$ cat config.mk
export PLATFORM = sky130hd
export DESIGN_NAME = elastic_pipe_buffer_flat
export DESIGN_NICKNAME = d
export VERILOG_FILES = /design/src/rtl/elastic_pipe_buffer_if.sv /design/src/rtl/elastic_pipe_buffer.sv /design/src/flat_wrapper.sv
export SDC_FILE = /design/constraint.sdc
export NUM_CORES = 1
export LEC_CHECK = 0
export CAP_MARGIN = 25
export CORE_ASPECT_RATIO = 2
export CORE_MARGIN = 2
export CORE_UTILIZATION = 30
export DETAILED_ROUTE_END_ITERATION = 16
export MAX_ROUTING_LAYER = met4
export SLEW_MARGIN = 20
export SYNTH_ARGS = -nofsm -noshare
export SYNTH_HDL_FRONTEND = slang
export SYNTH_SLANG_ARGS = --single-unit
export TNS_END_PERCENT = 10
$ cat constraint.sdc
create_clock -name clk -period 5.55 [get_ports clk]
set_input_delay 0.555 -clock clk [delete_from_list [all_inputs] [get_ports clk]]
set_output_delay 0.555 -clock clk [all_outputs]
set_load 0.01 [all_outputs]
$ cat src/rtl/elastic_pipe_buffer_if.sv
// Handshake bundle for elastic_pipe_buffer.
//   valid_in/ready_in/data_in    : upstream push channel
//   valid_out/ready_out/data_out : downstream pop channel
//   count/almost_full            : occupancy status
// The master modport is the environment side and drives the upstream channel and ready_out.
// The slave modport is the buffer side.
interface elastic_pipe_buffer_if #(
  parameter int DATA_W = 41,
  parameter int DEPTH  = 4
);
  localparam int CNT_W = $clog2(DEPTH + 1);

  logic              valid_in;
  logic              ready_in;
  logic [DATA_W-1:0] data_in;
  logic              valid_out;
  logic              ready_out;
  logic [DATA_W-1:0] data_out;
  logic [CNT_W-1:0]  count;
  logic              almost_full;

  modport master (
    output valid_in, data_in, ready_out,
    input  ready_in, valid_out, data_out, count, almost_full
  );

  modport slave (
    input  valid_in, data_in, ready_out,
    output ready_in, valid_out, data_out, count, almost_full
  );
endinterface

$ cat src/rtl/elastic_pipe_buffer.sv
// Elastic pipeline buffer. It is a circular FIFO with registered pointers and a registered
// occupancy count. It has no fall-through path, so a payload pushed at one edge becomes
// visible in the next cycle.
// Ports:
//   clk   : single clock, rising edge
//   reset : asynchronous active-high reset; clears the pointers, the count and storage
//   flush : synchronous discard of every entry (branch redirect)
//   bus   : handshake/status bundle (slave side), see elastic_pipe_buffer_if
module elastic_pipe_buffer #(
  parameter int DATA_W    = 41,
  parameter int DEPTH     = 4,
  parameter int AF_THRESH = DEPTH - 1
) (
  input  logic                 clk,
  input  logic                 reset,
  input  logic                 flush,
  elastic_pipe_buffer_if.slave bus
);
  localparam int PTR_W = $clog2(DEPTH);
  localparam int CNT_W = $clog2(DEPTH + 1);

  localparam logic [CNT_W-1:0] FULL_CNT = CNT_W'(DEPTH);
  localparam logic [CNT_W-1:0] AF_CNT   = CNT_W'(AF_THRESH);
  localparam logic [PTR_W-1:0] LAST_PTR = PTR_W'(DEPTH - 1);

  logic [DATA_W-1:0] mem_q [DEPTH];
  logic [PTR_W-1:0]  wr_ptr_q, wr_ptr_d;
  logic [PTR_W-1:0]  rd_ptr_q, rd_ptr_d;
  logic [CNT_W-1:0]  count_q, count_d;
  logic              push, pop;

  // DEPTH need not be a power of two, so pointers wrap explicitly.
  function automatic logic [PTR_W-1:0] ptr_inc(input logic [PTR_W-1:0] p);
    return (p == LAST_PTR) ? '0 : p + 1'b1;
  endfunction

  // ready_in and valid_out depend only on the registered count. This keeps the handshake
  // free of combinational paths. When the buffer is full, a same-cycle pop does not
  // admit a push.
  assign bus.ready_in    = (count_q != FULL_CNT);
  assign bus.valid_out   = (count_q != '0);
  assign bus.data_out    = mem_q[rd_ptr_q];
  assign bus.count       = count_q;
  assign bus.almost_full = (count_q >= AF_CNT);

  // A flush discards any transfer in the same cycle.
  assign push = bus.valid_in  & bus.ready_in  & ~flush;
  assign pop  = bus.valid_out & bus.ready_out & ~flush;

  // NOTE: every signal written here gets a default assignment first, so a path that leaves
  // a signal unassigned cannot infer a latch.
  always_comb begin
    wr_ptr_d = wr_ptr_q;
    rd_ptr_d = rd_ptr_q;
    count_d  = count_q;
    if (flush) begin
      wr_ptr_d = '0;
      rd_ptr_d = '0;
      count_d  = '0;
    end else begin
      if (push) wr_ptr_d = ptr_inc(wr_ptr_q);
      if (pop)  rd_ptr_d = ptr_inc(rd_ptr_q);
      unique case ({push, pop})
        2'b10:   count_d = count_q + 1'b1;
        2'b01:   count_d = count_q - 1'b1;
        default: count_d = count_q;
      endcase
    end
  end

  // NOTE: sequential state uses non-blocking assignments only. Every register then samples
  // pre-edge values, whatever the order in which the always blocks are evaluated.
  always_ff @(posedge clk or posedge reset) begin
    if (reset) begin
      wr_ptr_q <= '0;
      rd_ptr_q <= '0;
      count_q  <= '0;
    end else begin
      wr_ptr_q <= wr_ptr_d;
      rd_ptr_q <= rd_ptr_d;
      count_q  <= count_d;
    end
  end

  // NOTE: storage is deliberately reset so that data_out reads 0 while reset is held.
  // Storage is not cleared on flush, because entries are unreachable once the count is zero.
  always_ff @(posedge clk or posedge reset) begin
    if (reset) begin
      for (int i = 0; i < DEPTH; i++) mem_q[i] <= '0;
    end else if (push) begin
      mem_q[wr_ptr_q] <= bus.data_in;
    end
  end
endmodule
$ cat src/flat_wrapper.sv
// flat-port wrapper written by rule: the top's interface ports become plain ports
module elastic_pipe_buffer_flat 
#(
  parameter int DATA_W    = 41,
  parameter int DEPTH     = 4,
  parameter int AF_THRESH = DEPTH - 1
)
  (clk, reset, flush, bus_valid_in, bus_data_in, bus_ready_out, bus_ready_in, bus_valid_out, bus_data_out, bus_count, bus_almost_full);
  elastic_pipe_buffer_if #(.DATA_W(DATA_W), .DEPTH(DEPTH)) bus_i ();
  input  logic clk;
  input  logic reset;
  input  logic flush;
  input wire logic [$bits(bus_i.valid_in)-1:0] bus_valid_in;
  input wire logic [$bits(bus_i.data_in)-1:0] bus_data_in;
  input wire logic [$bits(bus_i.ready_out)-1:0] bus_ready_out;
  output wire logic [$bits(bus_i.ready_in)-1:0] bus_ready_in;
  output wire logic [$bits(bus_i.valid_out)-1:0] bus_valid_out;
  output wire logic [$bits(bus_i.data_out)-1:0] bus_data_out;
  output wire logic [$bits(bus_i.count)-1:0] bus_count;
  output wire logic [$bits(bus_i.almost_full)-1:0] bus_almost_full;
  assign bus_i.valid_in = bus_valid_in;
  assign bus_i.data_in = bus_data_in;
  assign bus_i.ready_out = bus_ready_out;
  assign bus_ready_in = bus_i.ready_in;
  assign bus_valid_out = bus_i.valid_out;
  assign bus_data_out = bus_i.data_out;
  assign bus_count = bus_i.count;
  assign bus_almost_full = bus_i.almost_full;
  elastic_pipe_buffer #(.DATA_W(DATA_W), .DEPTH(DEPTH), .AF_THRESH(AF_THRESH)) u_core (.clk(clk), .reset(reset), .flush(flush), .bus(bus_i));
endmodule
* Yosys cells after proc, flatten, opt, wreduce, memory -nomap -nowiden
Cells that the tools add are included.
** Storage, ports and cells
- Bits in registers :: 171
- Input port bits :: 46
- Output and inout bits :: 47
- Word-level logic and storage cells :: 46
** Cells by class
- Add/sub/neg operators :: 4
- $lt $le $gt $ge :: 4
- Equality and inequality tests :: 5
- Multiplexer cells :: 14
- Bitwise logic cells :: 7
- Reduce and logical (&&, ||, !) cells :: 5
** Operator list (count)
- 164-bit bitwise mux :: 1
- 41-bit 2-to-1 mux :: 3
- 41-bit binary-select mux with 2-bit select :: 1
- 41-bit demux with 2-bit select :: 1
- 2-bit 2-to-1 mux :: 6
- 2-bit equality test (second input constant) :: 3
- 3-bit >= comparator (second input constant) :: 2
- 2-bit inverter with 3-bit output :: 2
- 3-bit case mux with 2 select lines :: 1
- 3-bit nonzero test :: 2
- 2-bit by 1-bit adder with 2-bit output (second input constant) :: 2
- 1-bit AND :: 4
- 2-bit nonzero test :: 2
- 3-bit by 1-bit adder with 3-bit output (second input constant) :: 1
- 3-bit by 2-bit >= comparator with 1-bit output (second input constant) :: 1
- 3-bit by 1-bit < comparator with 1-bit output (second input constant) :: 1
- 3-bit 2-to-1 mux :: 1
- 3-bit inequality test (second input constant) :: 1
- 3-bit by 1-bit subtractor with 3-bit output (second input constant) :: 1
- 2-bit by 1-bit equality test with 1-bit output (second input constant) :: 1
- 1-bit logical AND :: 1
- 1-bit inverter :: 1

* Logic depth before layout (Yosys ltp)
Gate-level depths: netlist of run 1.
- Depth after elaboration :: 6
- Mapped depth :: 8

* Least setup slack after synthesis of run 1
OpenSTA, ideal clock, no wires.
- Path kind :: register -> register
- Start :: register u_core.count_q[0], in the netlist u_core.bus.count[0]
- End :: register u_core.count_q[1], in the netlist u_core.bus.count[1]
- Library setup time :: 0.125 ns
- Arrival time :: 2.135 ns
- Required time :: 5.425 ns
- Path slack :: 3.290 ns
- Stages on the path, launching flop included :: 8
- Path buffers :: 1
- Clock period less this slack :: 2.260 ns
- Cells stage by stage :: dfrtp_1 -> buf_2 -> o31ai_1 -> nor3_1 -> fa_1 -> or2_2 -> a21oi_1 -> a2111oi_0
** On the way
- Cells in the longest elaborated chain, start to end :: 6
** RTL lines
- start, declared :: line elastic_pipe_buffer.sv:29 : logic [CNT_W-1:0] count_q, count_d;
- start signal, assigned :: line elastic_pipe_buffer.sv:81 : count_q <= count_d;
- 3-bit inequality test / 3-bit nonzero test (equally long branches) :: line elastic_pipe_buffer.sv:40, elastic_pipe_buffer.sv:41
- 1-bit AND (on tied branches) (2 in a row) :: line elastic_pipe_buffer.sv:47, elastic_pipe_buffer.sv:48
- 2-bit by 1-bit equality test with 1-bit output / 2-bit equality test (equally long branches) :: line elastic_pipe_buffer.sv:63 : unique case ({push, pop})
- 3-bit case mux with 2 select lines :: line elastic_pipe_buffer.sv:63
- 3-bit 2-to-1 mux :: line elastic_pipe_buffer.sv:56 : if (flush) begin
Several ways; a longest one is shown, not always the timed one.
A chain may end at the register's enable or synchronous reset.

* Final worst setup path of run 1
- Start :: register u_core.rd_ptr_q[0]
- End :: output port bus_data_out[12]
** On the way
- Cells in the longest elaborated chain, start to end :: 4
** RTL lines
- start, declared :: line elastic_pipe_buffer.sv:28 : logic [PTR_W-1:0] rd_ptr_q, rd_ptr_d;
- start signal, assigned :: line elastic_pipe_buffer.sv:80 : rd_ptr_q <= rd_ptr_d;
- 2-bit inverter with 3-bit output (implied by the code) :: line elastic_pipe_buffer.sv:42 : assign bus.data_out = mem_q[rd_ptr_q];
- 41-bit binary-select mux with 2-bit select :: line elastic_pipe_buffer.sv:42
- 41-bit 2-to-1 mux (implied by the code) (2 in a row) :: line elastic_pipe_buffer.sv:42
- end, declared :: line flat_wrapper.sv:18 : output wire logic [$bits(bus_i.data_out)-1:0] bus_data_out;
Every way passes these cells. The select of a mux whose other input is x is not followed.

==> implementation parameters, run 1 <==
Parameter                              Value

Status
  Status    completed

Clock tree
  Clk_lat worst skew    ~0.43 ns
  Clock tree from TritonCTS    built
  PostCTS Resize Cnt    0
  Cell at the root of the clock tree    sky130_fd_sc_hd__clkbuf_16
  Number of hold buffers added after CTS    0
  H-Tree Level Count    4
  Cts bufs inserted    17
  Buffer count from post-CTS setup fixing    0
  Clock Tree Buf Depth    2
  Clock edge transition at the registers on the reported setup and hold paths    0.06 ns
  Clk sink count    roughly 170

STA
  Setup-violating endpoint count in the final report    0
  RSZ-0062 raised after global routing    false
  Fmax    0.295 GHz
  Worst rel slew slack    0.392
  Hold violation total from the final report    0
  Setup clock skew after layout    0.00860 ns
  Transition time at the pin with the least slew margin    0.912 ns
  Part of the cycle the worst path needs    0.611
  Max Transition Viols Final    0
  Tmin final    3.39 ns
  Sum Neg Setup Slack    0 ns

Logic synthesis
  Mean Syn Cell Area    16.8 µm²
  Synth warnings    0
  Synthesized netlist cell count    469
  Leading area contributor after synthesis    sky130_fd_sc_hd__dfrtp_1
  Number of distinct standard cells referenced by the synthesized netlist    39
  Proportion of synthesized flip-flops having asynchronous set or reset    1.00
  Synth Net Count    521
  Synth Flop Type    sky130_fd_sc_hd__dfrtp_1
  Post-synth EDFFs    0
  Post-Synthesis Cell Area    7900 µm²
  Sequential cell area fraction in the yosys report    0.542
  Proportion of netlist area held by the largest area contributor    0.542
  Synth Register Bits    ~170
  Main area contributors after synthesis    sky130_fd_sc_hd__dfrtp_1, sky130_fd_sc_hd__mux2_2, sky130_fd_sc_hd__mux4_2

Finish
  Fillcell total    2,559
  Most common cell after layout, fill and taps aside    sky130_fd_sc_hd__dfrtp_1
  Area occupied by registers    between 4000 and 5000 µm²
  Fraction of layout instances using a drive strength above 1    0.454
  Net total in the final layout    607
  Area of the multi-input gates    about 3300 µm²
  Highest-count cells in the layout ignoring fill and taps    sky130_fd_sc_hd__dfrtp_1, sky130_fd_sc_hd__mux2_2, sky130_fd_sc_hd__clkdlybuf4s50_1, sky130_fd_sc_hd__mux4_2, sky130_fd_sc_hd__mux2_4
  Area growth from synthesis to layout    22.5%
  Cell Count, Final, Fillers Out    913

Pwr
  PD cells    441 nW/µm²
  LEAKAGE    4.16 nW
  Worst vdd ir    0.214 mV

Route
  Routed Wire Length    16,000 µm
  Detailed-route wire length per cell    between 15 and 20 µm
  TritonRoute pass-1 iters    4
  Average via count per standard cell    4.73
  Vias    4,319
  Detailed-route DRC error count    0
  Number of DRC markers in iteration 0    around 180
  Count of nets left with antenna violations after detail routing    0

Die
  Die Height    around 230 µm
  Std cell rows    84
  Effective utilization at floorplan    0.303
  Die Span X    119 µm
  Area of the die    approximately 28,000 µm²
  Core region area    about 26,000 µm²
  I/O pin cnt    93

Worst setup path
  Worst EP arrival    2.84 ns
  Kind of start point of the critical path    flop
  Crit path max fanout    23
  Required time of the worst setup path    4.99 ns
  Worst Path Class, Setup    reg -> out
  Element type at the critical path end    output port

Run
  Max-cap violations    0

Placed design
  Post-detailed-placement half-perimeter wirelength    roughly 9900 µm
  Port-buffer cells    92
  Gp weighted congestion    slightly above 0.7
  Placed instance count    880

Min path
  Worst hold path class    reg -> reg

GRT
  Residual overflow from global routing    0
  Number of antenna violations at the first check in global routing    1
  Largest net degree at the start of global routing    73
  Number of global-route vias before repair    4,789
  First-pass GRT wire length    26,300 µm
  Overall Global Routing Usage    0.125
## kinds of logic after synthesis
| family | count (synthesis) | synth area share |
|---|---|---|
| AOI/OAI and AO/OA | 17 | 0.0138 |
| xor gates and xnor gates | 1 | 0.00111 |
| adders and majority gates | 6 | 0.0105 |
| buffers and inverters | 39 | 0.0363 |
| DFF | 171 | 0.542 |
| muxes | 207 | 0.372 |
| and+or+nand+nor | 28 | 0.0239 |
## per-layer routing
metal,up-vias,part of all wire,GRT usage
met5,-,0,-
met4,0,0.0090,0.0342
met3,13,0.060,0.0393
met2,109,0.49,0.197
met1,2281,0.44,0.156
li1,1916,-,-
## synthesized netlist by cell type, types with 2 or more instances
cell	instances
sky130_fd_sc_hd__buf_4	12
sky130_fd_sc_hd__or2_2	2
sky130_fd_sc_hd__nor2_1	4
sky130_fd_sc_hd__buf_6	2
sky130_fd_sc_hd__nand2b_1	3
sky130_fd_sc_hd__buf_12	4
sky130_fd_sc_hd__mux2_2	124
sky130_fd_sc_hd__nand3_1	4
sky130_fd_sc_hd__clkbuf_1	2
sky130_fd_sc_hd__a21oi_1	6
sky130_fd_sc_hd__a2111oi_0	2
sky130_fd_sc_hd__mux2_4	40
sky130_fd_sc_hd__mux4_2	41
sky130_fd_sc_hd__dfrtp_1	171
sky130_fd_sc_hd__buf_2	12
sky130_fd_sc_hd__ha_1	5
sky130_fd_sc_hd__inv_1	6
sky130_fd_sc_hd__mux2i_1	2
sky130_fd_sc_hd__nand3b_1	4
sky130_fd_sc_hd__o21ai_0	4
## where the power goes
group / total, mW / internal [mW] / switching, mW / leakage, nW
sequential: 1.87 / 1.65 / 0.222 / 2.15
combinational: 1.18 / 0.801 / 0.377 / 1.71
clock: 1.22 / 0.700 / 0.522 / 0.292
## sequential cells by signal (all words and copies together), names as in the netlist
name              count
u_core.bus.count      3
u_core.rd_ptr_q       2
u_core.mem_q        164
u_core.wr_ptr_q       2
## stage by stage
stage | setup WS (ns) | total power [mW] | hold slack, ns | util | area (µm²)
after global placement | 2.54 | 3.04 | 0.483 | 0.348 | 9060
after floorplan | 0.363 | 2.63 | 0.474 | - | 7900
after CTS | 2.07 | 4.32 | 0.503 | 0.371 | 9670
final | 2.16 | 4.27 | 0.500 | 0.371 | 9670
after detailed placement | 2.53 | 3.09 | 0.488 | 0.348 | 9060
after global routing | 1.97 | 4.50 | 0.515 | 0.371 | 9670
## final cells by class
class,instances,share of cell area
diodes,1,0.000259
clock buffers,20,0.0472
clock inverters,12,0.0155
inverters,7,0.00323
multi-input cells,259,0.346
flip-flops and latches,171,0.443
well taps,344,0.0445
repair buffers,99,0.101
## final timing paths
path | from | cells past startpoint | end | slack [ns]
min in group asynchronous | reset | 2 | u_core.mem_q[146] | 0.61
worst max register to register | u_core.bus.count[0] | 6 | u_core.bus.count[1] | 2.96
worst min-delay path | u_core.mem_q[63] | 1 | u_core.mem_q[63] | 0.50
max in group asynchronous | reset | 3 | u_core.mem_q[124] | 3.82
worst max-delay path | u_core.rd_ptr_q[0] | 3 | bus_data_out[12] | 2.16
worst min register to register | u_core.mem_q[63] | 1 | u_core.mem_q[63] | 0.50
## worst max-delay path, cell delays in order (launching register included)
cell                              delay (ns)
sky130_fd_sc_hd__dfrtp_2                0.79
sky130_fd_sc_hd__buf_4                  0.53
sky130_fd_sc_hd__mux4_2                 0.60
sky130_fd_sc_hd__clkdlybuf4s50_1        0.50
Note: power is estimated with default switching activity, not from simulation.
==> inputs of run 2 (changes only) <==
==> constraint.sdc (replaced) <==
create_clock -name clk -period 2.77 [get_ports clk]
set_input_delay 0.277 -clock clk [delete_from_list [all_inputs] [get_ports clk]]
set_output_delay 0.277 -clock clk [all_outputs]
set_load 0.01 [all_outputs]
==> run 2 against run 1 <==
Combinational power rose by 110%. Utilization rose by 0.67 points. Sequential share of layout area fell by 0.79 points. Global-route usage rose by 0.41 points. Count of clock-buffer cells in the layout fell by 1. First-iteration DRC count rose by 2.2%. Die area did not move. Sequential cell count did not move. Register-to-register slack got worse by 2.4 ns. Cell count rose by 1.8%. Cell area rose by 1.8%. Critical endpoint is now bus_data_out[7]. Largest cell class unchanged.
==> implementation parameters, run 2 (synthesized netlist as in run 1, its figures left out) <==
Parameter                              Value

Clock tree
  PostCTS Resize Cnt    0
  Clock Tree Buf Depth    2
  Clk sink count    171
  Cts bufs inserted    17
  Clock edge transition at the registers on the reported setup and hold paths    0.06 ns
  Cell at the root of the clock tree    sky130_fd_sc_hd__clkbuf_16
  Clk_lat worst skew    0.42 ns
  Number of hold buffers added after CTS    0
  H-Tree Level Count    4
  Buffer count from post-CTS setup fixing    0
  Clock tree from TritonCTS    built

Route
  Average via count per standard cell    4.71
  Number of DRC markers in iteration 0    185
  Detailed-route wire length per cell    about 18 µm
  Vias    4,372
  TritonRoute pass-1 iters    4
  Count of nets left with antenna violations after detail routing    0
  Routed Wire Length    roughly 16,000 µm
  Detailed-route DRC error count    0

Finish
  Fillcell total    2,555
  Final core occ    0.378
  Highest-count cells in the layout ignoring fill and taps    sky130_fd_sc_hd__dfrtp_1, sky130_fd_sc_hd__mux2_2, sky130_fd_sc_hd__clkdlybuf4s50_1, sky130_fd_sc_hd__mux4_2, sky130_fd_sc_hd__mux2_4
  Most common cell after layout, fill and taps aside    sky130_fd_sc_hd__dfrtp_1
  Number of flip-flops in the largest register    164
  Antenna cells    0
  Area growth from synthesis to layout    24.7%
  Register bank with the most flops    u_core.mem_q
  Fraction of layout instances using a drive strength above 1    0.470
  Net total in the final layout    ~630

Worst setup path
  Crit path max fanout    18
  FF-to-FF setup slack    roughly 0.54 ns
  Worst EP arrival    between 2 and 2.5 ns
  Required time of the worst setup path    approximately 2.5 ns
  Element type at the critical path end    output port
  Critical path startpoint    u_core.rd_ptr_q[1]
  Critical R2R Launch    u_core.bus.count[2]
  Critical path endpoint    bus_data_out[7]
  Kind of start point of the critical path    flop
  Reg2reg path depth    6
  Worst Path Class, Setup    reg -> out
  RR Endpoint    u_core.bus.count[1]

GRT
  Number of antenna violations at the first check in global routing    0
  First-pass GRT wire length    about 27,000 µm
  Overall Global Routing Usage    0.129
  Residual overflow from global routing    0
  Largest net degree at the start of global routing    42
  Number of global-route vias before repair    around 4,800

Pwr
  PD cells    roughly 860 nW/µm²
  Worst vdd ir    0.413 mV
  LEAKAGE    4.25 nW

STA
  Max Transition Viols Final    0
  RSZ-0062 raised after global routing    false
  Tmin final    2.55 ns
  Transition time at the pin with the least slew margin    between 0.8 and 0.9 ns
  Hold violation total from the final report    0
  Worst hold slack across all endpoints    0.371 ns
  Sum Neg Setup Slack    0 ns
  Part of the cycle the worst path needs    0.919
  Final critical-path setup slack    around 0.22 ns
  Setup-violating endpoint count in the final report    0
  Setup clock skew after layout    between 0.01 and 0.015 ns
  Fmax    0.393 GHz
  Worst rel slew slack    0.429

Die
  Core region area    26,100 µm²
  Std cell rows    84
  Die Span X    119 µm
  Effective utilization at floorplan    0.303
  Area of the die    between 20,000 and 30,000 µm²
  I/O pin cnt    93
  Die Height    233 µm

Placed design
  Port-buffer cells    roughly 90
  Post-detailed-placement half-perimeter wirelength    10,600 µm
  Gp weighted congestion    0.715
  Setup slack at placement    0.447 ns

Min path
  Worst hold path class    in -> async

Run
  Max-cap violations    0

Status
  Status    completed
-- run 2: cell count changes in the layout (fill, tap and decap cells not counted) --
cell                         delta
sky130_fd_sc_hd__clkinv_2       +1
sky130_fd_sc_hd__clkbuf_8       -1
sky130_fd_sc_hd__buf_4         +12
sky130_fd_sc_hd__buf_12         +7
sky130_fd_sc_hd__bufinv_16      -1
sky130_fd_sc_hd__clkinv_4       -2
sky130_fd_sc_hd__inv_8          -1
sky130_fd_sc_hd__diode_2        -1
sky130_fd_sc_hd__clkinvlp_4     +2
-- run 2: power by group --
part	internal, mW	switching [mW]
Clock	1.27	1.01
Combinational	1.65	0.810
Sequential	3.30	0.389
Total	6.22	2.21
-- run 2: per-stage QoR --
stage	instances	area (µm²)	power, mW
floorplan	469	7900	5.26
global placement	899	9290	6.13
detailed placement	899	9290	6.23
CTS	929	9850	8.56
global route	929	9850	8.92
finish	929	9850	8.42
-- run 2: metal layers --
layer	vias to the layer above	wire (µm)	part of all wire	global-route usage
met3	10	757	0.046	0.0342
met1	2307	7380	0.45	0.163
met2	101	8120	0.50	0.205
met4	0	128	0.0078	0.0368
li1	1954	-	-	-
met5	-	0	0	-
-- run 2: area by class of cell --
class | count | area (µm²) | share of cell area
clock inverters | 11 | 113 | 0.0114
inverters | 7 | 30.0 | 0.00305
flip-flops and latches | 171 | 4280 | 0.435
repair buffers | 118 | 1200 | 0.122
clock buffers | 19 | 443 | 0.0450
multi-input cells | 259 | 3340 | 0.340
well taps | 344 | 430 | 0.0437
-- run 2: worst min-delay path by stage --
stage | startpoint | endpoint | slack [ns] | cells past startpoint
6_report | reset | u_core.mem_q[22] | 0.37 | 2
5_1_grt | reset | u_core.mem_q[150] | 0.42 | 2
3_5_place_dp | u_core.mem_q[143] | u_core.mem_q[143] | 0.49 | 1
3_3_place_gp | u_core.mem_q[57] | u_core.mem_q[57] | 0.48 | 1
4_1_cts | reset | u_core.mem_q[22] | 0.38 | 2
2_1_floorplan | bus_valid_in | u_core.wr_ptr_q[1] | 0.42 | 2
-- run 2: worst max-delay path, stage by stage, from the launching register on --
cell	delay [ns]
sky130_fd_sc_hd__dfrtp_2	0.57
sky130_fd_sc_hd__buf_12	0.24
sky130_fd_sc_hd__mux4_2	0.52
sky130_fd_sc_hd__clkdlybuf4s50_1	0.50
